`src/rtl/ram_arbiter_pkg.sv`:
```
// ram_arbiter_pkg.sv
// Shared encodings and bus types for the fetch/data SRAM arbiter.
package ram_arbiter_pkg;

  localparam int RegBus = 32;
  localparam int RAMBus = 32;
  localparam int SelBus = 4;
  localparam int WdBus  = 8;

  localparam logic RstEnable   = 1'b1;
  localparam logic ChipEnable  = 1'b1;
  localparam logic ChipDisable = 1'b0;
  localparam logic RAMWrite_OP = 1'b1;
  localparam logic RAMRead_OP  = 1'b0;

  localparam logic [RegBus-1:0] ZeroWord = 32'h0000_0000;
  localparam logic [SelBus-1:0] SelAll   = 4'b1111;
  localparam logic [SelBus-1:0] SelNone  = 4'b0000;

  typedef enum logic [1:0] {
    ARB_IDLE    = 2'd0,
    ARB_ACCESS  = 2'd1,
    ARB_RELEASE = 2'd2
  } arb_state_t;

  typedef enum logic {
    OWN_FETCH = 1'b0,
    OWN_DATA  = 1'b1
  } arb_owner_t;

  typedef struct packed {
    logic              we;
    logic [RAMBus-1:0] addr;
    logic [RAMBus-1:0] data;
    logic [SelBus-1:0] sel;
  } ram_req_t;

  localparam ram_req_t ReqIdle = '{
    we:   RAMRead_OP,
    addr: ZeroWord,
    data: ZeroWord,
    sel:  SelNone
  };

  function automatic ram_req_t fetch_req(
    input logic [RAMBus-1:0] addr
  );
    ram_req_t r;
    r.we   = RAMRead_OP;
    r.addr = addr;
    r.data = ZeroWord;
    r.sel  = SelAll;
    return r;
  endfunction

  function automatic ram_req_t data_req(
    input logic              we,
    input logic [RAMBus-1:0] addr,
    input logic [RAMBus-1:0] data,
    input logic [SelBus-1:0] sel
  );
    ram_req_t r;
    r.we   = we;
    r.addr = addr;
    r.data = data;
    r.sel  = sel;
    return r;
  endfunction

endpackage

```
`src/rtl/ram_arbiter_if.sv`:
```
// ram_arbiter_if.sv
// Fetch, data and SRAM-driver signals seen by the arbiter.
interface ram_arbiter_if;
  import ram_arbiter_pkg::*;

  logic              if_req_i;
  logic [RegBus-1:0] if_addr_i;
  logic [RegBus-1:0] if_data_o;
  logic              if_ack_o;

  logic              mem_req_i;
  logic              mem_we_i;
  logic [RegBus-1:0] mem_addr_i;
  logic [RegBus-1:0] mem_data_i;
  logic [SelBus-1:0] mem_sel_i;
  logic [RegBus-1:0] mem_data_o;
  logic              mem_ack_o;

  logic              bus_err_o;
  logic              stall_req_o;

  logic              ram_ce_o;
  logic              ram_we_o;
  logic [RAMBus-1:0] ram_addr_o;
  logic [RAMBus-1:0] ram_data_o;
  logic [SelBus-1:0] ram_sel_o;
  logic              ram_ready_i;
  logic [RAMBus-1:0] ram_data_i;

  modport slave (
    input  if_req_i, if_addr_i,
    input  mem_req_i, mem_we_i, mem_addr_i,
    input  mem_data_i, mem_sel_i,
    input  ram_ready_i, ram_data_i,
    output if_data_o, if_ack_o,
    output mem_data_o, mem_ack_o,
    output bus_err_o, stall_req_o,
    output ram_ce_o, ram_we_o, ram_addr_o,
    output ram_data_o, ram_sel_o
  );

  modport master (
    output if_req_i, if_addr_i,
    output mem_req_i, mem_we_i, mem_addr_i,
    output mem_data_i, mem_sel_i,
    output ram_ready_i, ram_data_i,
    input  if_data_o, if_ack_o,
    input  mem_data_o, mem_ack_o,
    input  bus_err_o, stall_req_o,
    input  ram_ce_o, ram_we_o, ram_addr_o,
    input  ram_data_o, ram_sel_o
  );

endinterface

```
`src/rtl/ram_arbiter_bus_watchdog.sv`:
```
// ram_arbiter_bus_watchdog.sv
// Cycle counter that flags an SRAM access which never reports ready.
module bus_watchdog
  import ram_arbiter_pkg::*;
#(
  parameter int TIMEOUT = 16
) (
  input  logic clk,
  input  logic rst,
  input  logic clear,
  input  logic en,
  output logic expired
);

  localparam logic [WdBus-1:0] Last = WdBus'(TIMEOUT - 1);

  logic [WdBus-1:0] cnt_q;

  always_ff @(posedge clk) begin
    if (rst == RstEnable) begin
      cnt_q <= '0;
    end else if (clear) begin
      cnt_q <= '0;
    end else if (en && (cnt_q != Last)) begin
      cnt_q <= cnt_q + 1'b1;
    end
  end

  assign expired = (cnt_q == Last);

endmodule

```
`src/rtl/ram_arbiter.sv`:
```
// ram_arbiter.sv
// Muxes fetch and MEM-stage requests onto the single SRAM driver port.
module ram_arbiter
  import ram_arbiter_pkg::*;
#(
  parameter int TIMEOUT = 16
) (
  input logic clk,
  input logic rst,
  ram_arbiter_if.slave bus
);

  arb_state_t        state_q, state_d;
  arb_owner_t        owner_q, owner_d;
  logic              ce_q, ce_d;
  ram_req_t          req_q, req_d;
  logic [RegBus-1:0] if_data_q, if_data_d;
  logic [RegBus-1:0] mem_data_q, mem_data_d;
  logic              if_ack_q, if_ack_d;
  logic              mem_ack_q, mem_ack_d;
  logic              err_q, err_d;
  logic [RegBus-1:0] rdata;
  logic              wd_expired;
  logic              wd_clear;
  logic              wd_en;
  logic              done;

  assign done     = bus.ram_ready_i | wd_expired;
  assign wd_en    = (state_q == ARB_ACCESS);
  assign wd_clear = (state_q != ARB_ACCESS) | done;

  bus_watchdog #(
    .TIMEOUT(TIMEOUT)
  ) u_wd (
    .clk    (clk),
    .rst    (rst),
    .clear  (wd_clear),
    .en     (wd_en),
    .expired(wd_expired)
  );

  always_ff @(posedge clk) begin
    if (rst == RstEnable) begin
      state_q    <= ARB_IDLE;
      owner_q    <= OWN_FETCH;
      ce_q       <= ChipDisable;
      req_q      <= ReqIdle;
      if_data_q  <= ZeroWord;
      mem_data_q <= ZeroWord;
      if_ack_q   <= 1'b0;
      mem_ack_q  <= 1'b0;
      err_q      <= 1'b0;
    end else begin
      state_q    <= state_d;
      owner_q    <= owner_d;
      ce_q       <= ce_d;
      req_q      <= req_d;
      if_data_q  <= if_data_d;
      mem_data_q <= mem_data_d;
      if_ack_q   <= if_ack_d;
      mem_ack_q  <= mem_ack_d;
      err_q      <= err_d;
    end
  end

  always_comb begin
    state_d    = state_q;
    owner_d    = owner_q;
    ce_d       = ce_q;
    req_d      = req_q;
    if_data_d  = if_data_q;
    mem_data_d = mem_data_q;
    if_ack_d   = 1'b0;
    mem_ack_d  = 1'b0;
    err_d      = 1'b0;
    rdata      = ZeroWord;
    unique case (state_q)
      ARB_IDLE: begin
        // Data side wins ties so a stalled MEM stage drains first.
        if (bus.mem_req_i) begin
          req_d   = data_req(bus.mem_we_i,
                             bus.mem_addr_i,
                             bus.mem_data_i,
                             bus.mem_sel_i);
          owner_d = OWN_DATA;
          ce_d    = ChipEnable;
          state_d = ARB_ACCESS;
        end else if (bus.if_req_i) begin
          req_d   = fetch_req(bus.if_addr_i);
          owner_d = OWN_FETCH;
          ce_d    = ChipEnable;
          state_d = ARB_ACCESS;
        end
      end
      ARB_ACCESS: begin
        if (done) begin
          unique case (1'b1)
            bus.ram_ready_i: begin
              if (req_q.we == RAMWrite_OP) begin
                rdata = ZeroWord;
              end else begin
                rdata = bus.ram_data_i;
              end
            end
            default: begin
              rdata = ZeroWord;
              err_d = 1'b1;
            end
          endcase
          if (owner_q == OWN_DATA) begin
            mem_data_d = rdata;
            mem_ack_d  = 1'b1;
          end else begin
            if_data_d = rdata;
            if_ack_d  = 1'b1;
          end
          ce_d    = ChipDisable;
          state_d = ARB_RELEASE;
        end
      end
      ARB_RELEASE: begin
        ce_d    = ChipDisable;
        state_d = ARB_IDLE;
      end
      default: begin
        ce_d    = ChipDisable;
        state_d = ARB_IDLE;
      end
    endcase
  end

  assign bus.ram_ce_o    = ce_q;
  assign bus.ram_we_o    = req_q.we;
  assign bus.ram_addr_o  = req_q.addr;
  assign bus.ram_data_o  = req_q.data;
  assign bus.ram_sel_o   = req_q.sel;
  assign bus.if_data_o   = if_data_q;
  assign bus.if_ack_o    = if_ack_q;
  assign bus.mem_data_o  = mem_data_q;
  assign bus.mem_ack_o   = mem_ack_q;
  assign bus.bus_err_o   = err_q;
  assign bus.stall_req_o = (bus.mem_req_i & ~mem_ack_q)
                         | (bus.if_req_i & ~if_ack_q);

endmodule

```
`src/flat_wrapper.sv`:
```
// flat-port wrapper written by rule: the top's interface ports become plain ports
module ram_arbiter_flat import ram_arbiter_pkg::*;
#(
  parameter int TIMEOUT = 16
)
  (clk, rst, bus_if_req_i, bus_if_addr_i, bus_mem_req_i, bus_mem_we_i, bus_mem_addr_i, bus_mem_data_i, bus_mem_sel_i, bus_ram_ready_i, bus_ram_data_i, bus_if_data_o, bus_if_ack_o, bus_mem_data_o, bus_mem_ack_o, bus_bus_err_o, bus_stall_req_o, bus_ram_ce_o, bus_ram_we_o, bus_ram_addr_o, bus_ram_data_o, bus_ram_sel_o);
  ram_arbiter_if bus_i ();
  input logic clk;
  input logic rst;
  input wire logic [$bits(bus_i.if_req_i)-1:0] bus_if_req_i;
  input wire logic [$bits(bus_i.if_addr_i)-1:0] bus_if_addr_i;
  input wire logic [$bits(bus_i.mem_req_i)-1:0] bus_mem_req_i;
  input wire logic [$bits(bus_i.mem_we_i)-1:0] bus_mem_we_i;
  input wire logic [$bits(bus_i.mem_addr_i)-1:0] bus_mem_addr_i;
  input wire logic [$bits(bus_i.mem_data_i)-1:0] bus_mem_data_i;
  input wire logic [$bits(bus_i.mem_sel_i)-1:0] bus_mem_sel_i;
  input wire logic [$bits(bus_i.ram_ready_i)-1:0] bus_ram_ready_i;
  input wire logic [$bits(bus_i.ram_data_i)-1:0] bus_ram_data_i;
  output wire logic [$bits(bus_i.if_data_o)-1:0] bus_if_data_o;
  output wire logic [$bits(bus_i.if_ack_o)-1:0] bus_if_ack_o;
  output wire logic [$bits(bus_i.mem_data_o)-1:0] bus_mem_data_o;
  output wire logic [$bits(bus_i.mem_ack_o)-1:0] bus_mem_ack_o;
  output wire logic [$bits(bus_i.bus_err_o)-1:0] bus_bus_err_o;
  output wire logic [$bits(bus_i.stall_req_o)-1:0] bus_stall_req_o;
  output wire logic [$bits(bus_i.ram_ce_o)-1:0] bus_ram_ce_o;
  output wire logic [$bits(bus_i.ram_we_o)-1:0] bus_ram_we_o;
  output wire logic [$bits(bus_i.ram_addr_o)-1:0] bus_ram_addr_o;
  output wire logic [$bits(bus_i.ram_data_o)-1:0] bus_ram_data_o;
  output wire logic [$bits(bus_i.ram_sel_o)-1:0] bus_ram_sel_o;
  assign bus_i.if_req_i = bus_if_req_i;
  assign bus_i.if_addr_i = bus_if_addr_i;
  assign bus_i.mem_req_i = bus_mem_req_i;
  assign bus_i.mem_we_i = bus_mem_we_i;
  assign bus_i.mem_addr_i = bus_mem_addr_i;
  assign bus_i.mem_data_i = bus_mem_data_i;
  assign bus_i.mem_sel_i = bus_mem_sel_i;
  assign bus_i.ram_ready_i = bus_ram_ready_i;
  assign bus_i.ram_data_i = bus_ram_data_i;
  assign bus_if_data_o = bus_i.if_data_o;
  assign bus_if_ack_o = bus_i.if_ack_o;
  assign bus_mem_data_o = bus_i.mem_data_o;
  assign bus_mem_ack_o = bus_i.mem_ack_o;
  assign bus_bus_err_o = bus_i.bus_err_o;
  assign bus_stall_req_o = bus_i.stall_req_o;
  assign bus_ram_ce_o = bus_i.ram_ce_o;
  assign bus_ram_we_o = bus_i.ram_we_o;
  assign bus_ram_addr_o = bus_i.ram_addr_o;
  assign bus_ram_data_o = bus_i.ram_data_o;
  assign bus_ram_sel_o = bus_i.ram_sel_o;
  ram_arbiter #(.TIMEOUT(TIMEOUT)) u_core (.clk(clk), .rst(rst), .bus(bus_i));
endmodule
```
`config.mk`:
```
export PLATFORM = sky130hd
export DESIGN_NAME = ram_arbiter_flat
export DESIGN_NICKNAME = d
export VERILOG_FILES = /design/src/rtl/ram_arbiter_pkg.sv /design/src/rtl/ram_arbiter_if.sv /design/src/rtl/ram_arbiter_bus_watchdog.sv /design/src/rtl/ram_arbiter.sv /design/src/flat_wrapper.sv
export SDC_FILE = /design/constraint.sdc
export NUM_CORES = 1
export LEC_CHECK = 0
export CAP_MARGIN = 10
export CORE_UTILIZATION = 45
export DETAILED_ROUTE_END_ITERATION = 7
export PLACE_DENSITY = 0.95
export RECOVER_POWER = 50
export SKIP_CTS_REPAIR_TIMING = 1
export SLEW_MARGIN = 10
export SYNTH_ARGS = -nofsm -noshare
export SYNTH_HDL_FRONTEND = slang
export SYNTH_HIERARCHICAL = 1
export SYNTH_SLANG_ARGS = --single-unit
export TNS_END_PERCENT = 50
```
`constraint.sdc`:
```
create_clock -name clk -period 3.1 [get_ports clk]
set_input_delay 0.31 -clock clk [delete_from_list [all_inputs] [get_ports clk]]
set_output_delay 0.31 -clock clk [all_outputs]
set_load 0.01 [all_outputs]
```
==> impl_metrics.env <==
export IMPL_clock_sinks=147
export IMPL_yosysSeqAreaShare_pct=48.4
export IMPL_num_vias=5622
export IMPL_nets=1023
export IMPL_grt_start_max_net_pins=113
export IMPL_drive_gt1_share_pct=6.24
export IMPL_synth_compound_area_share_pct=14.4
export IMPL_syn_avg_cell_area_um2=9.64
export IMPL_synth_simple_area_share_pct=15.9
export IMPL_fin_crit_sh_pct=82.3
export IMPL_syn_to_final_growth_pct=55.8
export IMPL_syn_inst=631
export IMPL_ant_nets=0
export IMPL_htree_levels=4
export IMPL_dieArea_um2=14000
export IMPL_synth_area_mux_share_pct=16.3
export IMPL_dp_hpwl_um=12600
export IMPL_row_count=42
export IMPL_ys_types=42
export IMPL_core_area_um2=13200
export IMPL_max_cap_violations=0
export IMPL_antenna_cells=0
export IMPL_start_util_pct=46.1
export IMPL_grt_first_pass_wirelength_um=29200
export IMPL_synth_top_area_cell="dfxtp_1"
export IMPL_synth_fa_ha_area_share_pct=0.206
export IMPL_grt_overflow=0
export IMPL_rsz0062_at_grt="no"
export IMPL_p_leak_nw=3.97
export IMPL_synth_area_leaders="dfxtp_1 (48%), mux2i_1 (16%), nand2b_1 (6.6%)"
export IMPL_die_h_um=118
export IMPL_whs_path_depth=3
export IMPL_ys_top_cells_by_count="dfxtp_1 (147), mux2i_1 (99), a21oi_1 (75)"
export IMPL_synth_async_reset_ratio_pct=0
export IMPL_fin_skew_ns=0.00936
export IMPL_grt_pass1_vias=5697
export IMPL_gp_congestion=0.833
export IMPL_ir_drop_uv=496
export IMPL_cts_max_path_buffers=2
export IMPL_wl_um=18400
export IMPL_cp_arrival_ns=2.88
export IMPL_total_power_mw=5.04
export IMPL_fin_setup_tns_ns=0
export IMPL_slew_violations=0
export IMPL_cp_max_fo=32
export IMPL_synth_enable_flop_cells=0
export IMPL_worst_pin_slew_ns=1.37
export IMPL_crit_path_start_kind="flop"
export IMPL_powerDensity_nw_per_um2=532
export IMPL_syn_nets=770
export IMPL_yosysMostFrequentCell="dfxtp_1"
export IMPL_cts_inserted_buffers=17
export IMPL_reg2reg_depth=6
export IMPL_die_w_um=118
export IMPL_syn_area_um2=6080
export IMPL_drc=0
export IMPL_hold_ws_ns=0.443
export IMPL_synth_flop_cell="dfxtp_1"
export IMPL_synth_top_family_by_area="multiplexers"
export IMPL_synth_top_area_share_pct=48.4
export IMPL_routedWlPerCell_um=17.1
export IMPL_final_hold_viol_count=0
export IMPL_finalSetupViolations=0
export IMPL_clk_insertion_delay_late_ns=0.42
export IMPL_dr_pass1_iters=6
export IMPL_ys_ff_latch=147
export IMPL_yosysWarningCount=6
export IMPL_clock_fmax_mhz=392
export IMPL_min_period_ns=2.55
export IMPL_clkTransAtPathRegs_ns=0.06
export IMPL_required_ns=3.43
export IMPL_vias_per_cell=5.24
export IMPL_numPortBuffers=275
export IMPL_cts_tree="built"
export IMPL_num_io_pins=276
export IMPL_drt_iter0_drc=229
export IMPL_slew_headroom_pct=8.36
export IMPL_cts_root_buf="clkbuf_16"
export IMPL_critical_path_class="reg -> reg"
export IMPL_min_path_type="in -> reg"
export IMPL_grt_use_total_pct=26.5
export IMPL_antenna_found_initial=0
export IMPL_critPathCaptureType="flop"
export IMPL_synth_xor_area_share_pct=0
export IMPL_status="finished, final reports clean"
-- flip-flops by register name, summed over array words and instances, names as in the netlist --
register,count
u_core/bus.bus_err_o,1
u_core/bus.if_ack_o,1
u_core/bus.if_data_o,32
u_core/bus.mem_ack_o,1
u_core/bus.mem_data_o,32
u_core/bus.ram_addr_o,32
u_core/bus.ram_data_o,32
u_core/bus.ram_sel_o,4
u_core/bus.ram_we_o,1
u_core/owner_q,1
u_core/state_q,2
u_core/u_wd/cnt_q,8
-- where the power goes --
group / switching, mW / leakage (nW) / internal [mW]
logic: 0.362 / 2.46 / 0.415
registers: 0.0548 / 1.20 / 1.99
clock network: 0.799 / 0.310 / 1.42
-- final cells by class --
class,instances,area (µm²)
clock inverters,14,211
inverters,5,18.8
well taps,176,220
repair buffers,285,2810
flip-flops and latches,147,2940
fillers,925,3710
multi-input cells,428,2840
clock buffers,18,429
-- cell usage in the layout (no fill, tap or decap), types with 4 or more instances in the layout --
master / n
mux2i_1: 99
nand2b_1: 64
buf_4: 9
nor2_1: 7
nand2_1: 73
dlygate4sd3_1: 114
a211oi_1: 32
dfxtp_1: 147
clkdlybuf4s50_1: 159
o21ai_0: 36
clkinv_2: 4
a21oi_1: 75
inv_1: 5
clkbuf_16: 17
bufinv_16: 5
or3_1: 4
nor3_1: 6
-- kinds of logic after synthesis --
logic type,count (synthesis)
flops,147
compound gates,150
simple gates,178
buf+inv,56
fa+ha+maj,1
mux,99
-- path summary, 6_finish.rpt --
| check | startpoint | endpoint | slack (ns) |
|---|---|---|---|
| hold / removal | bus_mem_data_i[10] | u_core/bus.ram_data_o[10] | 0.44 |
| setup reg to reg | u_core/u_wd/cnt_q[4] | u_core/bus.if_data_o[18] | 0.55 |
| setup / recovery | u_core/u_wd/cnt_q[4] | u_core/bus.if_data_o[18] | 0.55 |
| hold reg to reg | u_core/bus.ram_data_o[15] | u_core/bus.ram_data_o[15] | 0.47 |
-- per-layer routing --
metal | global-route usage [%] | vias to the layer above | share of wire [%]
met5 | 0 | - | 0
met4 | 10.3 | 0 | 2.5
met3 | 8.40 | 31 | 6.9
met2 | 45.7 | 195 | 50
met1 | 30.3 | 2685 | 41
li1 | - | 2711 | -
-- metrics by stage --
step                      cells  cell area (µm²)  util [%]  worst slack [ns]
after detailed placement   1041             8860      67.2             0.884
after global routing       1073             9480      71.9             0.368
after floorplan             631             6080         -              1.10
after CTS                  1073             9500      72.0             0.866
after global placement     1041             8860      67.2             0.973
final                      1073             9480      71.9             0.550
-- worst max-delay path, stage by stage, from the launching register on --
cell and delay, ns:
dfxtp_1 0.35, nor4_1 0.76, and3_4 0.33, nor2_1 0.12, nor3_4 0.12, buf_4 0.50, mux2i_1 0.27
Power figures use the tool's default switching activity.
